File: src/rtl/serial_adder_pkg.sv
// -----------------------------------------------------------------------------
// serial_adder_pkg
//   Shared definitions for the bit-serial adder family.
//   Holds the FSM state encoding so future adder variants (wider, pipelined,
//   multi-lane) agree on one encoding, plus the default operand width.
//   No ports: imported with `import serial_adder_pkg::*;`.
// -----------------------------------------------------------------------------
package serial_adder_pkg;

    // Default operand/result width for the serial adder family.
    localparam int DEFAULT_WIDTH = 4;

    // Controller states. The encoding is fixed so that state values captured
    // in debug traces mean the same thing across every adder variant.
    typedef enum logic [1:0] {
        ST_IDLE = 2'd0,
        ST_RUN  = 2'd1,
        ST_DONE = 2'd2
    } state_e;

    // Majority of three bits: the carry function of a full adder.
    function automatic logic maj3(input logic x, input logic y, input logic z);
        return (x & y) | (x & z) | (y & z);
    endfunction

endpackage

File: src/rtl/fa_cell.sv
// -----------------------------------------------------------------------------
// fa_cell
//   Single-bit combinational full adder. The serial adder reuses one instance
//   of this cell for every bit position; the carry register lives outside.
//   Ports:
//     a, b  in  1  addend bits
//     cin   in  1  carry in
//     s     out 1  sum bit
//     cout  out 1  carry out
// -----------------------------------------------------------------------------
module fa_cell
    import serial_adder_pkg::*;
(
    input  logic a,
    input  logic b,
    input  logic cin,
    output logic s,
    output logic cout
);

    assign s    = a ^ b ^ cin;
    assign cout = maj3(a, b, cin);

endmodule

File: src/rtl/serial_adder.sv
// -----------------------------------------------------------------------------
// serial_adder
//   Bit-serial add/subtract unit. One full-adder cell is reused for WIDTH
//   clock cycles, LSB first, with a registered carry. Operations are launched
//   through a start/busy/done handshake; a new start is accepted in IDLE or on
//   the cycle done is high, giving one operation every WIDTH+1 cycles.
//   Subtraction is a + ~b + 1: B is inverted at load and the carry is seeded
//   with 1.
//   Parameters:
//     WIDTH     operand/result width, >= 2
//   Ports:
//     clk       in   1      rising-edge clock
//     rst       in   1      synchronous active-high reset
//     start     in   1      request, accepted only when busy=0
//     sub       in   1      0: a+b, 1: a-b (sampled at accept)
//     a, b      in   WIDTH  operands (sampled at accept)
//     busy      out  1      operation in progress
//     done      out  1      one-cycle pulse, results just became valid
//     sum       out  WIDTH  result modulo 2^WIDTH, held until next completion
//     cout      out  1      add: carry out; sub: 1 = no borrow
//     overflow  out  1      signed overflow
// -----------------------------------------------------------------------------
module serial_adder
    import serial_adder_pkg::*;
#(
    parameter int WIDTH = DEFAULT_WIDTH
) (
    input  logic             clk,
    input  logic             rst,
    input  logic             start,
    input  logic             sub,
    input  logic [WIDTH-1:0] a,
    input  logic [WIDTH-1:0] b,
    output logic             busy,
    output logic             done,
    output logic [WIDTH-1:0] sum,
    output logic             cout,
    output logic             overflow
);

    localparam int CW = $clog2(WIDTH + 1);
    // Count value seen on the edge that processes the MSB.
    localparam logic [CW-1:0] LAST_CNT = CW'(WIDTH - 1);
    localparam logic [CW-1:0] CNT_ONE  = CW'(1);

    state_e           state_r;
    state_e           state_nx_s;

    logic [WIDTH-1:0] a_sr_r;
    logic [WIDTH-1:0] b_sr_r;
    logic [WIDTH-1:0] res_sr_r;
    logic             carry_r;
    logic [CW-1:0]    cnt_r;

    logic             busy_r;
    logic             done_r;
    logic [WIDTH-1:0] sum_r;
    logic             cout_r;
    logic             overflow_r;

    logic             load_s;
    logic             step_s;
    logic             finish_s;
    logic             fa_s_s;
    logic             fa_cout_s;

    // The single shared full-adder cell works on the current LSBs.
    fa_cell u_fa (
        .a    (a_sr_r[0]),
        .b    (b_sr_r[0]),
        .cin  (carry_r),
        .s    (fa_s_s),
        .cout (fa_cout_s)
    );

    // State register.
    always_ff @(posedge clk) begin
        if (rst) begin
            state_r <= ST_IDLE;
        end else begin
            state_r <= state_nx_s;
        end
    end

    // Next-state logic and datapath control strobes.
    always_comb begin
        state_nx_s = state_r;
        load_s     = 1'b0;
        step_s     = 1'b0;
        finish_s   = 1'b0;
        case (state_r)
            ST_IDLE: begin
                if (start) begin
                    state_nx_s = ST_RUN;
                    load_s     = 1'b1;
                end else begin
                    state_nx_s = ST_IDLE;
                end
            end
            ST_RUN: begin
                // start is deliberately ignored here: no queueing.
                step_s = 1'b1;
                if (cnt_r == LAST_CNT) begin
                    state_nx_s = ST_DONE;
                    finish_s   = 1'b1;
                end else begin
                    state_nx_s = ST_RUN;
                end
            end
            ST_DONE: begin
                // Back-to-back launch is allowed on the done cycle.
                if (start) begin
                    state_nx_s = ST_RUN;
                    load_s     = 1'b1;
                end else begin
                    state_nx_s = ST_IDLE;
                end
            end
            default: begin
                state_nx_s = ST_IDLE;
            end
        endcase
    end

    // Operand/result shift registers, serial carry and bit counter.
    always_ff @(posedge clk) begin
        if (rst) begin
            a_sr_r   <= {WIDTH{1'b0}};
            b_sr_r   <= {WIDTH{1'b0}};
            res_sr_r <= {WIDTH{1'b0}};
            carry_r  <= 1'b0;
            cnt_r    <= {CW{1'b0}};
        end else if (load_s) begin
            a_sr_r   <= a;
            b_sr_r   <= sub ? ~b : b;
            res_sr_r <= {WIDTH{1'b0}};
            carry_r  <= sub;
            cnt_r    <= {CW{1'b0}};
        end else if (step_s) begin
            // Result bits enter at the MSB so the LSB computed first ends up
            // at bit 0 after WIDTH shifts.
            a_sr_r   <= {1'b0, a_sr_r[WIDTH-1:1]};
            b_sr_r   <= {1'b0, b_sr_r[WIDTH-1:1]};
            res_sr_r <= {fa_s_s, res_sr_r[WIDTH-1:1]};
            carry_r  <= fa_cout_s;
            cnt_r    <= cnt_r + CNT_ONE;
        end else begin
            a_sr_r   <= a_sr_r;
            b_sr_r   <= b_sr_r;
            res_sr_r <= res_sr_r;
            carry_r  <= carry_r;
            cnt_r    <= cnt_r;
        end
    end

    // Registered handshake flags: busy follows RUN, done pulses after the MSB.
    always_ff @(posedge clk) begin
        if (rst) begin
            busy_r <= 1'b0;
            done_r <= 1'b0;
        end else begin
            busy_r <= (state_nx_s == ST_RUN);
            done_r <= finish_s;
        end
    end

    // Result capture on the MSB edge. While the MSB is processed, carry_r is
    // the carry into the MSB, so overflow is that XOR the carry out.
    always_ff @(posedge clk) begin
        if (rst) begin
            sum_r      <= {WIDTH{1'b0}};
            cout_r     <= 1'b0;
            overflow_r <= 1'b0;
        end else if (finish_s) begin
            sum_r      <= {fa_s_s, res_sr_r[WIDTH-1:1]};
            cout_r     <= fa_cout_s;
            overflow_r <= carry_r ^ fa_cout_s;
        end else begin
            sum_r      <= sum_r;
            cout_r     <= cout_r;
            overflow_r <= overflow_r;
        end
    end

    assign busy     = busy_r;
    assign done     = done_r;
    assign sum      = sum_r;
    assign cout     = cout_r;
    assign overflow = overflow_r;

endmodule
File: config.mk
export PLATFORM = sky130hd
export DESIGN_NAME = serial_adder
export DESIGN_NICKNAME = d
export VERILOG_FILES = /design/src/rtl/serial_adder_pkg.sv /design/src/rtl/fa_cell.sv /design/src/rtl/serial_adder.sv
export SDC_FILE = /design/constraint.sdc
export NUM_CORES = 1
export LEC_CHECK = 0
export CAP_MARGIN = 25
export CORE_MARGIN = 3
export CORE_UTILIZATION = 49
export CTS_CLUSTER_SIZE = 16
export DETAILED_ROUTE_END_ITERATION = 10
export MAX_ROUTING_LAYER = met4
export PLACE_DENSITY_LB_ADDON = 0.12
export SLEW_MARGIN = 20
export SYNTH_ARGS = -nofsm -noshare
export SYNTH_HDL_FRONTEND = slang
export SYNTH_HIERARCHICAL = 1
export SYNTH_SLANG_ARGS = --single-unit
File: constraint.sdc
create_clock -name clk -period 1.8 [get_ports clk]
set_input_delay 0.27 -clock clk [delete_from_list [all_inputs] [get_ports clk]]
set_output_delay 0.27 -clock clk [all_outputs]
set_load 0.01 [all_outputs]
* After elaboration in Yosys (flattened, before gate mapping) *
Cells that the tools add are included.

word-level totals
  output and inout port bits = 8
  logic and storage cells = 44
  bits in registers = 26

cells by class
  bitwise logic cells = 9
  equal/unequal tests = 4
  mux-type cells = 15
  reductions and logical operators = 4
  $add $sub $neg = 1

operators with widths
  kind                                                             number
  4-bit two-way mux                                                5
  1-bit two-way mux                                                8
  2-bit by 1-bit == test with 1-bit output, second input constant  2
  4-bit NOT                                                        1
  2-bit one-hot mux with 2 select lines                            1
  2-bit OR reduction                                               2
  3-bit by 1-bit adder with 3-bit output, second input constant    1
  1-bit AND                                                        3
  3-bit by 2-bit == test with 1-bit output, second input constant  1
  1-bit bitwise XOR                                                3
  2-bit == test, second input constant                             1
  2-bit zero test                                                  1
  2-bit two-way mux                                                1
  1-bit bitwise OR                                                 2
  2-bit nonzero test                                               1

* Depth between registers and ports, before layout *
Gate-level depths: netlist of run 1.

  depth after elaboration = 5
  depth in mapped cells = 6

* Modules after synthesis *
The synthesis of run 1 kept the hierarchy.

modules (own cells, without submodules)
  module        cells each  times used  area each (um^2)
  serial_adder  114         1           997.2
  fa_cell       1           1           20.0

* Least setup slack after synthesis of run 1 *
No wires, ideal clock.

  path kind = register -> register
  from = reg cnt_r[0]
  to = reg cout_r, in the netlist cout
  library setup time = 0.071 ns
  path slack = 0.543 ns
  arrival = 1.187 ns
  stages on the path, launching flop included = 7
  cells stage by stage = dfxtp_1 -> ha_1 -> ha_1 -> buf_2 -> nand3b_1 -> nand2_1 -> a21oi_1

on the way
  longest elaborated chain between the ends = 3

RTL lines
  element                                   line                 text
  from (decl)                               serial_adder.sv:53   logic [CW-1:0] cnt_r;
  from (signal assigned)                    serial_adder.sv:132  cnt_r <= {CW{1'b0}};
  from (signal assigned)                    serial_adder.sv:138  cnt_r <= {CW{1'b0}};
  from (signal assigned)                    serial_adder.sv:146  cnt_r <= cnt_r + CNT_ONE;
  3-bit by 2-bit == test with 1-bit output  serial_adder.sv:103  if (cnt_r == LAST_CNT) begin
  1-bit two-way mux                         serial_adder.sv:103
  1-bit two-way mux                         serial_adder.sv:91   case (state_r)
  to (signal assigned)                      serial_adder.sv:176  cout_r <= fa_cout_s;
  to (signal assigned)                      serial_adder.sv:180  cout_r <= cout_r;
  to (decl)                                 serial_adder.sv:58   logic cout_r;

Every way passes these cells.
A chain may end at the register's enable or synchronous reset.

* Final worst setup path of run 1 *
  from = reg cout_r, in the netlist cout
  to = out cout

RTL lines
  element    line                text
  to (decl)  serial_adder.sv:37  output logic cout,

No word-level cell between the ends.

==> results.ini, run 1 <==
[run_status]
status = complete, no violations

[yosys]
yosysTopAreaCell = dfxtp_1
synth-edff-count = 0
ys_ff_latch = 25
netlist_instances = 115
yosys.area.top_type_share = 0.492
synth.cell_area_sq_um = 1020
ys_types = 24
muxShareOfSynthArea = 0.00984
seq_area_frac_synth = 0.492
synth_xor_area_frac = 0.0517
synth_simple_gate_area_frac = 0.216
synthAdderAreaFrac = 0.0443
yosysWarnings = 6
synth-main-ff-cell = dfxtp_1
async_flop_share = 0
synth_top_family_by_area = simple AND/OR/NAND/NOR gates
ys_top_cells_by_area = dfxtp_1 49%, a21oi_1 6.4%, nand2_1 6.3%, nand3_1 4.4%, nor3_1 4.4%
avgSynthCellArea_sq_um = 8.85
syn_nets = 130
synth-compound-area-share = 0.132

[worst_setup_path]
crit_fanout = 2
end_kind = output port
reg2regPathDepth = 5
cp-start-kind = flop
critPathTopFamily = buffers and inverters
cp_num_cells = 1
critPathKind = flop to output port
critPathArrivalTime_ns = 1.21
max_stage_delay_ns = 0.54
cpMaxStageDelayCell = clkdlybuf4s50_1
cp_cell_sequence = clkdlybuf4s50_1
cp_data_required_time_ns = 1.53
crit_buf_inv = 1

[clock_network]
cts_resized = 0
cts_tree = yes
clk_path_buf_depth = 2
clkTransAtPathRegs_ns = 0.14
clock-sinks = 25
cts_made_buffers = 3
post-cts-setup-buffers = 0
htreeDepth = 1
clkLatencyLatePin_ns = 0.32
cts-root-buf = clkbuf_4
postCtsHoldBufs = 0

[finish]
layout.cells.non_filler = 158
syn_to_final_growth_pct = 22.6
nets = 149
layout-drive-gt1-share = 0.0677
finish.utilization = 0.678
diodes = 0
final_cell_mix = 25 x dfxtp_1, 19 x clkdlybuf4s50_1, 17 x nand2_1
design_area_sq_um = 1250
layout_commonest_cell = dfxtp_1

[timing]
drv_slew = 0
setup_tns_ns = 0
skew_ns = 0.00228
timing.final.ws_setup_ns = 0.316
fin_crit_sh = 0.825
hold_viol_final = 0
slew_headroom = 0.665
max_freq_mhz = 674
worst_slew_pin_slew_ns = 0.503
hold_ws_ns = 0.461
rsz0062_at_grt = no
fin_crit_ns = 1.48
setup_viol = 0

[floorplan]
core_sq_um = 1840
die_h_microns = 51.6
pin_count = 20
start_util = 0.553
fp.dieArea_sq_um = 2660
row_count = 15
dieWidth_microns = 51.6

[global_route]
grt_max_degree = 17
grt_pass1_vias = 742
top_usage_layer = met2
grt_pass1_wl_microns = 3200
groute.layer.met1.usage = 0.194
antenna_found_initial = 0
grtUsageTotal = 0.168
met2_usage = 0.273
met3_usage = 0.0344
gr-total-overflow = 0

[route]
drt_wl_total_microns = 1940
wire_per_inst_microns = 12.3
drtIter0Drc = 11
viasPerCell = 5.28
via_count = 834
drc = 0
ant_nets = 0
dr.pass1.iters = 4

[power]
static-leakage-power_nw = 0.449
ir_worst_vdd_v = 0.000536
p_total_mw = 0.998
p_per_area_nw_per_um2 = 800

[placed_design]
io_buffers = 19
post-place-ws_ns = 0.296
dpl_cell_area_sq_um = 1220
dp_hpwl_microns = 1410
gp_congestion = 0.773
dp.cells = 154

[hold_path]
hold_depth = 2
hold_path.class = flop to flop

[flow_run]
maxCapViolations = 0

[state kept, by name (all words and copies together) (netlist names)]
register and count:
done 1, busy 1, overflow 1, cnt_r 3, res_sr_r 3, carry_r 1
a_sr_r 4, b_sr_r 4, state_r 2, cout 1, sum 4
[power breakdown]
part / switching (mW) / internal, mW / total [mW] / leakage, nW
Clock: 0.169 / 0.0849 / 0.254 / 0.0139
Sequential: 0.0173 / 0.580 / 0.597 / 0.204
Combinational: 0.0751 / 0.0717 / 0.147 / 0.231
Total: 0.261 / 0.737 / 0.998 / 0.449
[logic make-up (layout without fill, tap and decap cells)]
group,Yosys count,after routing
simple gates,48,48
flops,25,25
compound gates,22,22
buf+inv,10,28
xor+xnor,6,6
fa+ha+maj,3,3
mux,1,1
[synthesized netlist by cell type (2+ instances only)]
master and n:
o22ai_1 4, dfxtp_1 25, a22oi_1 2, nand2b_1 3, nor2_1 7, nand2_1 17, nor3_1 9, ha_1 2
a21oi_1 13, nand3_1 9, buf_2 5, xor2_1 5, buf_4 3
[worst paths after layout]
kind / from / end / slack, ns
worst min-delay path: sum[1] / sum[1] / 0.46
worst max register to register: cnt_r[0] / cout / 0.46
worst max-delay path: cout / cout / 0.32
worst min register to register: sum[1] / sum[1] / 0.46
[layout make-up]
| cell class | count | area (sq um) |
|---|---|---|
| multi-input cells | 80 | 462 |
| repair buffers | 23 | 220 |
| inverters | 1 | 3.75 |
| clock buffers | 3 | 22.5 |
| clock inverters | 1 | 7.51 |
| fillers | 183 | 592 |
| flip-flops and latches | 25 | 500 |
| well taps | 25 | 31.3 |
[metal layers]
metal  share of wire  vias to the layer above  wire length (microns)
li1                -                      429                      -
met5               0                        -                      0
met3           0.038                        4                     74
met2            0.49                       14                    945
met1            0.46                      387                    884
met4           0.019                        0                     37
No activity file was read; power rests on OpenSTA's default activity.
==> inputs of run 2 (changes only) <==
Settings changed: CORE_UTILIZATION 49 to 44.
Clock period 1.8 ns to 1.3 ns, I/O delays scaled along.
==> run 2 against run 1 <==
Compared with the run above: utilization fell by 3.8 points; die area rose by 10%; critical path depth rose by 5; clock skew fell by 0.00063 ns; routed wire length rose by 3.6%; sequential cell count did not move; critical path type is now flop to flop; worst setup slack got worse by 0.24 ns; via count rose by 1.4%.
==> results.ini, run 2 (synthesized netlist as in run 1, its figures left out) <==
[finish]
design_area_sq_um = 1330  ; was 1250 sq um
layout-drive-gt1-share = 0.163  ; was 0.0677
syn_to_final_growth_pct = 31.1  ; was 22.6%
finish.utilization = 0.641  ; was 0.678
diodes = 0  ; unchanged
nets = 157  ; was 149
final_cell_mix = 24 x dfxtp_1, 17 x nand2_1, 11 x clkdlybuf4s50_1  ; was 25 x dfxtp_1, 19 x clkdlybuf4s50_1, 17 x nand2_1
layout_commonest_cell = dfxtp_1  ; unchanged
fill_cells = 201  ; was 183

[placed_design]
io_buffers = 19  ; unchanged
gp_congestion = 0.789  ; was 0.773
dpl_cell_area_sq_um = 1260  ; was 1220 sq um
dp_hpwl_microns = 1490  ; was 1410 microns
post-place-ws_ns = -0.0344  ; was 0.296 ns

[route]
wire_per_inst_microns = 12.0  ; was 12.3 microns
ant_nets = 0  ; unchanged
via_count = 846  ; was 834
viasPerCell = 5.04  ; was 5.28
dr.pass1.iters = 2  ; was 4
drc = 0  ; unchanged
drt_wl_total_microns = 2010  ; was 1940 microns
drtIter0Drc = 11  ; unchanged

[hold_path]
hold_path.class = flop to flop  ; unchanged

[timing]
drv_slew = 0  ; unchanged
rsz0062_at_grt = no  ; unchanged
max_freq_mhz = 817
timing.final.ws_setup_ns = 0.0755  ; was 0.316 ns
skew_ns = 0.00165  ; was 0.00228 ns
setup_tns_ns = 0  ; unchanged
fin_crit_sh = 0.942
setup_viol = 0  ; unchanged
fin_crit_ns = 1.22
hold_viol_final = 0  ; unchanged
worst_slew_pin_slew_ns = 0.268  ; was 0.503 ns
slew_headroom = 0.821  ; was 0.665

[clock_network]
clock-sinks = 25  ; unchanged
htreeDepth = 1  ; unchanged
clk_path_buf_depth = 2  ; unchanged
cts_tree = yes  ; unchanged
postCtsHoldBufs = 0  ; unchanged
clkLatencyLatePin_ns = 0.31  ; was 0.32 ns
clkTransAtPathRegs_ns = 0.13  ; was 0.14 ns
cts-root-buf = clkbuf_4  ; unchanged
cts_made_buffers = 3  ; unchanged

[floorplan]
core_sq_um = 2080  ; was 1840 sq um
fp.dieArea_sq_um = 2920  ; was 2660 sq um
pin_count = 20  ; unchanged
start_util = 0.489  ; was 0.553
dieWidth_microns = 54.1  ; was 51.6 microns
die_h_microns = 54.1  ; was 51.6 microns
row_count = 16  ; was 15

[worst_setup_path]
cp-start-kind = flop  ; unchanged
crit_fanout = 5  ; was 2
cp_data_required_time_ns = 1.56  ; was 1.53 ns
critPathKind = flop to flop  ; was flop to output port
end_kind = flop  ; was output port
critPathArrivalTime_ns = 1.49  ; was 1.21 ns

[power]
p_total_mw = 1.39  ; was 0.998 mW
p_per_area_nw_per_um2 = 1040  ; was 800 nW/um^2
ir_worst_vdd_v = 0.000752  ; was 0.000536 V
static-leakage-power_nw = 0.524  ; was 0.449 nW

[global_route]
grt_pass1_wl_microns = 3360  ; was 3200 microns
grt_max_degree = 14  ; was 17
grtUsageTotal = 0.165  ; was 0.168
grt_pass1_vias = 773  ; was 742
antenna_found_initial = 0  ; unchanged
gr-total-overflow = 0  ; unchanged

[run_status]
status = complete, no violations  ; unchanged

[flow_run]
maxCapViolations = 0  ; unchanged

## run 2: changes by cell type in the layout (fill, tap and decap cells not counted), moves of 3 or more
| cell | previous run | this run |
|---|---|---|
| buf_4 | 4 | 10 |
| a21oi_2 | 0 | 3 |
| dlygate4sd2_1 | 0 | 8 |
| a21oi_1 | 13 | 10 |
| clkdlybuf4s50_1 | 19 | 11 |
## run 2: metrics by stage
stage	std cells	hold WS, ns
after floorplan	115	0.376
after global placement	162	0.444
after detailed placement	162	0.448
after CTS	168	0.461
after global routing	168	0.480
final	168	0.460
## run 2: worst paths after layout
kind / from / to / slack [ns] / depth (start not counted)
worst max-delay path: cnt_r[0] / sum[1] / 0.08 / 6
worst min-delay path: sum[2] / sum[2] / 0.46 / 2
worst min register to register: sum[2] / sum[2] / 0.46 / 2
worst max register to register: cnt_r[0] / sum[1] / 0.08 / 6
## run 2: layout make-up
cell class | count | area [sq um] | area share
timing repair buffer | 31 | 278 | 0.208
clock buffer | 4 | 26.3 | 0.0197
tap | 27 | 33.8 | 0.0253
sequential | 25 | 502 | 0.376
multi-input combinational | 80 | 490 | 0.368
inverter | 1 | 3.75 | 0.00281
## run 2: worst max-delay path: stages, from the launching register on
cell and delay, ns:
dfxtp_2 0.35, ha_2 0.19, ha_4 0.17, nand3b_1 0.13, buf_6 0.13, nand2_1 0.07, a21oi_2 0.13
## run 2: per-layer routing
metal  global-route usage  share of wire  vias up
li1                     -              -      441
met1                0.200           0.46      385
met2                0.262           0.49       18
met3               0.0582          0.053        2
met4               0.0373         0.0045        0
met5                    -              0        -
## run 2: where the power goes
group	total, mW	switching (mW)	internal, mW
clock	0.339	0.219	0.120
combinational	0.228	0.110	0.117
sequential	0.827	0.0237	0.803
total	1.39	0.353	1.04
## run 2: timing repair
item | 4_1_cts | 5_1_grt
buffers inserted | 2 | 0
gates resized for setup | 9 | 9
endpoints found under the setup margin | 14 | 8
pin swaps | 0 | 2
==> inputs of run 3 (changes only) <==
Settings changed: CORE_MARGIN 3 to 2, GPL_TIMING_DRIVEN from default to 0.
==> run 3 against run 2 <==
Compared with the run above: sequential share of layout area is 1.4 points higher; worst setup slack about the same; utilization is 5.4 points lower; non-clock buffer count is 2 lower; via count is 1.7% higher; sequential power about the same; routed wire length is 0.94% lower; die area fell by 7.3%; largest cell class unchanged; highest routed layer unchanged.
==> results.ini, run 3 (synthesized netlist as in run 1, its figures left out) <==
[clock_network]
htreeDepth = 1  ; unchanged
clkLatencyLatePin_ns = 0.32  ; was 0.31 ns
postCtsHoldBufs = 0  ; unchanged
clock-sinks = 25  ; unchanged
clk_path_buf_depth = 2  ; unchanged
clkTransAtPathRegs_ns = 0.13  ; about the same
cts_tree = yes  ; unchanged
cts-root-buf = clkbuf_4  ; unchanged
cts_made_buffers = 3  ; unchanged

[finish]
syn_to_final_growth_pct = 26.4  ; was 31.1%
final_cell_mix = 24 x dfxtp_1, 17 x nand2_1, 13 x a21oi_1  ; was 24 x dfxtp_1, 17 x nand2_1, 11 x clkdlybuf4s50_1
fill_cells = 198  ; was 201
diodes = 0  ; unchanged
nets = 155  ; was 157
layout_commonest_cell = dfxtp_1  ; unchanged
layout-drive-gt1-share = 0.122  ; was 0.163
finish.utilization = 0.587  ; was 0.641

[worst_setup_path]
rrSetupSlack_ns = 0.08  ; about the same
crit_fanout = 5  ; unchanged
cp_data_required_time_ns = 1.56  ; about the same
end_kind = flop  ; unchanged
cp-start-kind = flop  ; unchanged
r2r-start = cnt_r[0]  ; unchanged
reg2regPathDepth = 5  ; was 6
reg2reg_to = busy  ; was sum[1]
critPathKind = flop to flop  ; unchanged
critPathArrivalTime_ns = 1.49  ; about the same

[floorplan]
dieWidth_microns = 52.1  ; was 54.1 microns
start_util = 0.464  ; was 0.489
fp.dieArea_sq_um = 2710  ; was 2920 sq um
die_h_microns = 52.1  ; was 54.1 microns
row_count = 17  ; was 16
core_sq_um = 2190  ; was 2080 sq um
pin_count = 20  ; unchanged

[timing]
fin_crit_ns = 1.22  ; about the same
setup_viol = 0  ; unchanged
skew_ns = 0.00587  ; was 0.00165 ns
hold_viol_final = 0  ; unchanged
drv_slew = 0  ; unchanged
max_freq_mhz = 817  ; about the same
slew_headroom = 0.736  ; was 0.821
worst_slew_pin_slew_ns = 0.396  ; was 0.268 ns
fin_crit_sh = 0.942  ; about the same

[placed_design]
dp_hpwl_microns = 1460  ; was 1490 microns
gp_congestion = 0.740  ; was 0.789
io_buffers = 18  ; was 19

[power]
p_switching_mw = 0.354  ; was 0.353 mW
internal_power_mw = 1.03  ; was 1.04 mW
static-leakage-power_nw = 0.511  ; was 0.524 nW
clkPwrFrac = 0.245  ; was 0.243
power_switching_share = 0.256  ; was 0.253
pwr-share-comb = 0.158  ; was 0.163
p_total_mw = 1.39  ; about the same
p_seq_frac = 0.597  ; was 0.593
p_per_area_nw_per_um2 = 1080  ; was 1040 nW/um^2
ir_worst_vdd_v = 0.000943  ; was 0.000752 V

[global_route]
antenna_found_initial = 0  ; unchanged
gr-total-overflow = 0  ; unchanged
grt_max_degree = 14  ; unchanged
grt_pass1_wl_microns = 3460  ; was 3360 microns
grtUsageTotal = 0.184  ; was 0.165
grt_pass1_vias = 795  ; was 773

[route]
viasPerCell = 5.15  ; was 5.04
wire_per_inst_microns = 11.9  ; was 12.0 microns
drc = 0  ; unchanged
ant_nets = 0  ; unchanged
via_count = 860  ; was 846
dr.pass1.iters = 4  ; was 2
drt_wl_total_microns = 1990  ; was 2010 microns
drtIter0Drc = 2  ; was 11

[hold_path]
hold_path.class = input port to flop  ; was flop to flop
hold_depth = 4  ; was 2
holdPathEnd = b_sr_r[3]  ; was sum[2]
min-delay-start = sub  ; was sum[2]

[flow_run]
maxCapViolations = 0  ; unchanged

[run_status]
status = complete, no violations  ; unchanged

-- run 3: cell count changes in the layout (fill, tap and decap cells not counted) --
cell             before  now
buf_4                10    5
buf_2                 0    4
a21oi_1              10   13
a21oi_2               3    0
buf_1                 0    1
buf_6                 2    1
clkdlybuf4s50_1      11   10
ha_1                  0    1
ha_2                  1    0
-- run 3: how the worst max path moves through the flow --
stage                     slack (ns)     start      to  cells after the start
final                           0.08  cnt_r[0]    busy                      5
after global routing         -0.0002  cnt_r[0]  sum[3]                      6
after CTS                       0.02  cnt_r[0]  sum[0]                      6
after detailed placement       -0.20  cnt_r[0]  sum[0]                      6
after global placement         -0.19       rst    busy                      4
after floorplan                 0.04  cnt_r[0]    cout                      6
-- run 3: critical path, stage by stage (launching register included) --
cell and delay (ns):
dfxtp_2 0.34, ha_1 0.22, ha_4 0.18, buf_4 0.15, o21a_1 0.20, nor2_1 0.09
-- run 3: per-layer routing --
layer	wire, microns	share of wire	GRT usage
met5	0	0	-
met4	32	0.016	0.0877
met3	67	0.034	0.0517
met2	1030	0.52	0.310
met1	859	0.43	0.197
-- run 3: power groups by stage --
stage	registers [mW]	clock network (mW)	logic, mW
global placement	0.843	0	0.209
finish	0.827	0.339	0.218
detailed placement	0.845	0	0.215
floorplan	0.840	0	0.144
CTS	0.828	0.350	0.218
global route	0.833	0.381	0.247
-- run 3: timing repair --
action                     CTS  global route
pin swaps                    1             1
setup buffers                1             2
gates resized for setup     11             2
hold endpoints to repair     0             0
setup endpoints to repair   16             6
-- run 3: stage by stage --
stage | setup slack [ns] | setup TNS, ns | cell area (sq um) | std cells | hold slack, ns
2_1_floorplan | 0.0430 | 0 | 1020 | 115 | 0.376
3_3_place_gp | -0.193 | -1.70 | 1230 | 161 | 0.442
3_5_place_dp | -0.197 | -2.06 | 1230 | 161 | 0.446
4_1_cts | 0.0229 | 0 | 1270 | 165 | 0.248
5_1_grt | -0.000150 | -0.000150 | 1290 | 167 | 0.261
6_report | 0.0759 | 0 | 1290 | 167 | 0.246
-- run 3: final cells by class --
type	count	area (sq um)	share of cell area
multi-input cells	80	477	0.371
inverters	1	3.75	0.00292
clock buffers	4	26.3	0.0204
well taps	28	35.0	0.0272
repair buffers	21	196	0.153
plain buffers	8	46.3	0.0360
flip-flops and latches	25	502	0.390
==> edit: new RTL, settings of run 3 <==
Make the reset (`rst`) asynchronous in 4 clocked blocks. Comments in the files are not updated.
--- a/src/rtl/serial_adder.sv
+++ b/src/rtl/serial_adder.sv
@@ -74,7 +74,7 @@
     );
 
     // State register.
-    always_ff @(posedge clk) begin
+    always_ff @(posedge clk or posedge rst) begin
         if (rst) begin
             state_r <= ST_IDLE;
         end else begin
@@ -123,7 +123,7 @@
     end
 
     // Operand/result shift registers, serial carry and bit counter.
-    always_ff @(posedge clk) begin
+    always_ff @(posedge clk or posedge rst) begin
         if (rst) begin
             a_sr_r   <= {WIDTH{1'b0}};
             b_sr_r   <= {WIDTH{1'b0}};
@@ -154,7 +154,7 @@
     end
 
     // Registered handshake flags: busy follows RUN, done pulses after the MSB.
-    always_ff @(posedge clk) begin
+    always_ff @(posedge clk or posedge rst) begin
         if (rst) begin
             busy_r <= 1'b0;
             done_r <= 1'b0;
@@ -166,7 +166,7 @@
 
     // Result capture on the MSB edge. While the MSB is processed, carry_r is
     // the carry into the MSB, so overflow is that XOR the carry out.
-    always_ff @(posedge clk) begin
+    always_ff @(posedge clk or posedge rst) begin
         if (rst) begin
             sum_r      <= {WIDTH{1'b0}};
             cout_r     <= 1'b0;
Function: differs if rst is asserted again (counterexample within 4 cycles, from zero or initial values and one cycle with rst high); with rst held inactive, the same outputs for 10 cycles.
==> edit against run 3 <==
- the run now ends with setup timing left
- cell area increased by 12%
- die area increased by 3.8%
- critical endpoint is now sum[1]
- global-route usage decreased by 1.6 points
- routed wire length increased by 0.25%
- area after synthesis increased by 4.1%
- final cell count decreased by 11%
- sequential cell count unchanged
- worst setup slack got worse by 0.22 ns
- worst hold slack got worse by 0.047 ns
- non-clock buffer count increased by 1
Power is not compared: it rests on default switching activity, and its combinational part moved more than twofold at a synthesized area within 25%.
==> edit: results (changes against run 3) <==
metric,value,unit,change
status,"complete, but fails checks",,was finished clean
violations,setup timing,,
synth-compound-area-share,12.3,%,was 13.2%
hold_slack,0.199,ns,was 0.246 ns
fin_tns_setup,-0.739,ns,was 0 ns
fin_skew,0.00555,ns,was 0.00587 ns
sh_seq_area,43.5,%,was 39.0%
worst_ep_arrival_time,1.66,ns,was 1.49 ns
placed_cells,136,,was 161
num-multi-input-gates,57,,was 80
finalWorstSetupSlack,-0.149,ns,was 0.0759 ns
synth_top_flop_cell,dfrtp_1,,was dfxtp_1
synth_fa_ha_area_share,4.26,%,was 4.43%
setup_violations,6,,was 0
wirelength,2000,microns,was 1990 microns
ys_types,25,,was 24
bufAreaShareNonClock,19.4,%,was 18.9%
grt_pass1_vias,744,,was 795
critPathSlowestCell,dfrtp_1,,was dfxtp_2
crit_fanout,7,,was 5
num-nonclk-buffers,30,,was 29
fillCellCount,194,,was 198
syn-num-nets,105,,was 130
drtIter0Drc,12,,was 2
critPathMaxStageDelay,0.43,ns,was 0.34 ns
edit: cell types whose count changed after synthesis, sizes merged, moves of 4 or more:
cell and change:
buf -6, a21oi -13, nand3 -6, dfxtp -25, nor3 -9, dfrtp +25
o21ai +4, o22ai -4, a22o +5, nand2 -6, a31oi +4, mux2 +5
edit: report_power, final:
part	internal [uW]	switching (uW)	leakage [uW]
sequential	1140	231	0.000312
combinational	876	717	0.000366
clock	120	224	0.0000150
total	2130	1170	0.000693
edit: critical path: cells and delay by family, from the launching register on:
kind,cells,cell delay [ns]
flops,1,0.43
fa+ha+maj,2,0.33
mux,1,0.29
buf+inv,1,0.15
simple gates,1,0.14
edit: per-layer routing:
| layer | vias up | part of all wire [%] | track usage (%) |
|---|---|---|---|
| met1 | 366 | 46 | 21.2 |
| met4 | 0 | 0.55 | 5.13 |
| met2 | 21 | 49 | 27.9 |
| met3 | 2 | 4.1 | 2.54 |
| li1 | 369 | - | - |
| met5 | - | 0 | - |
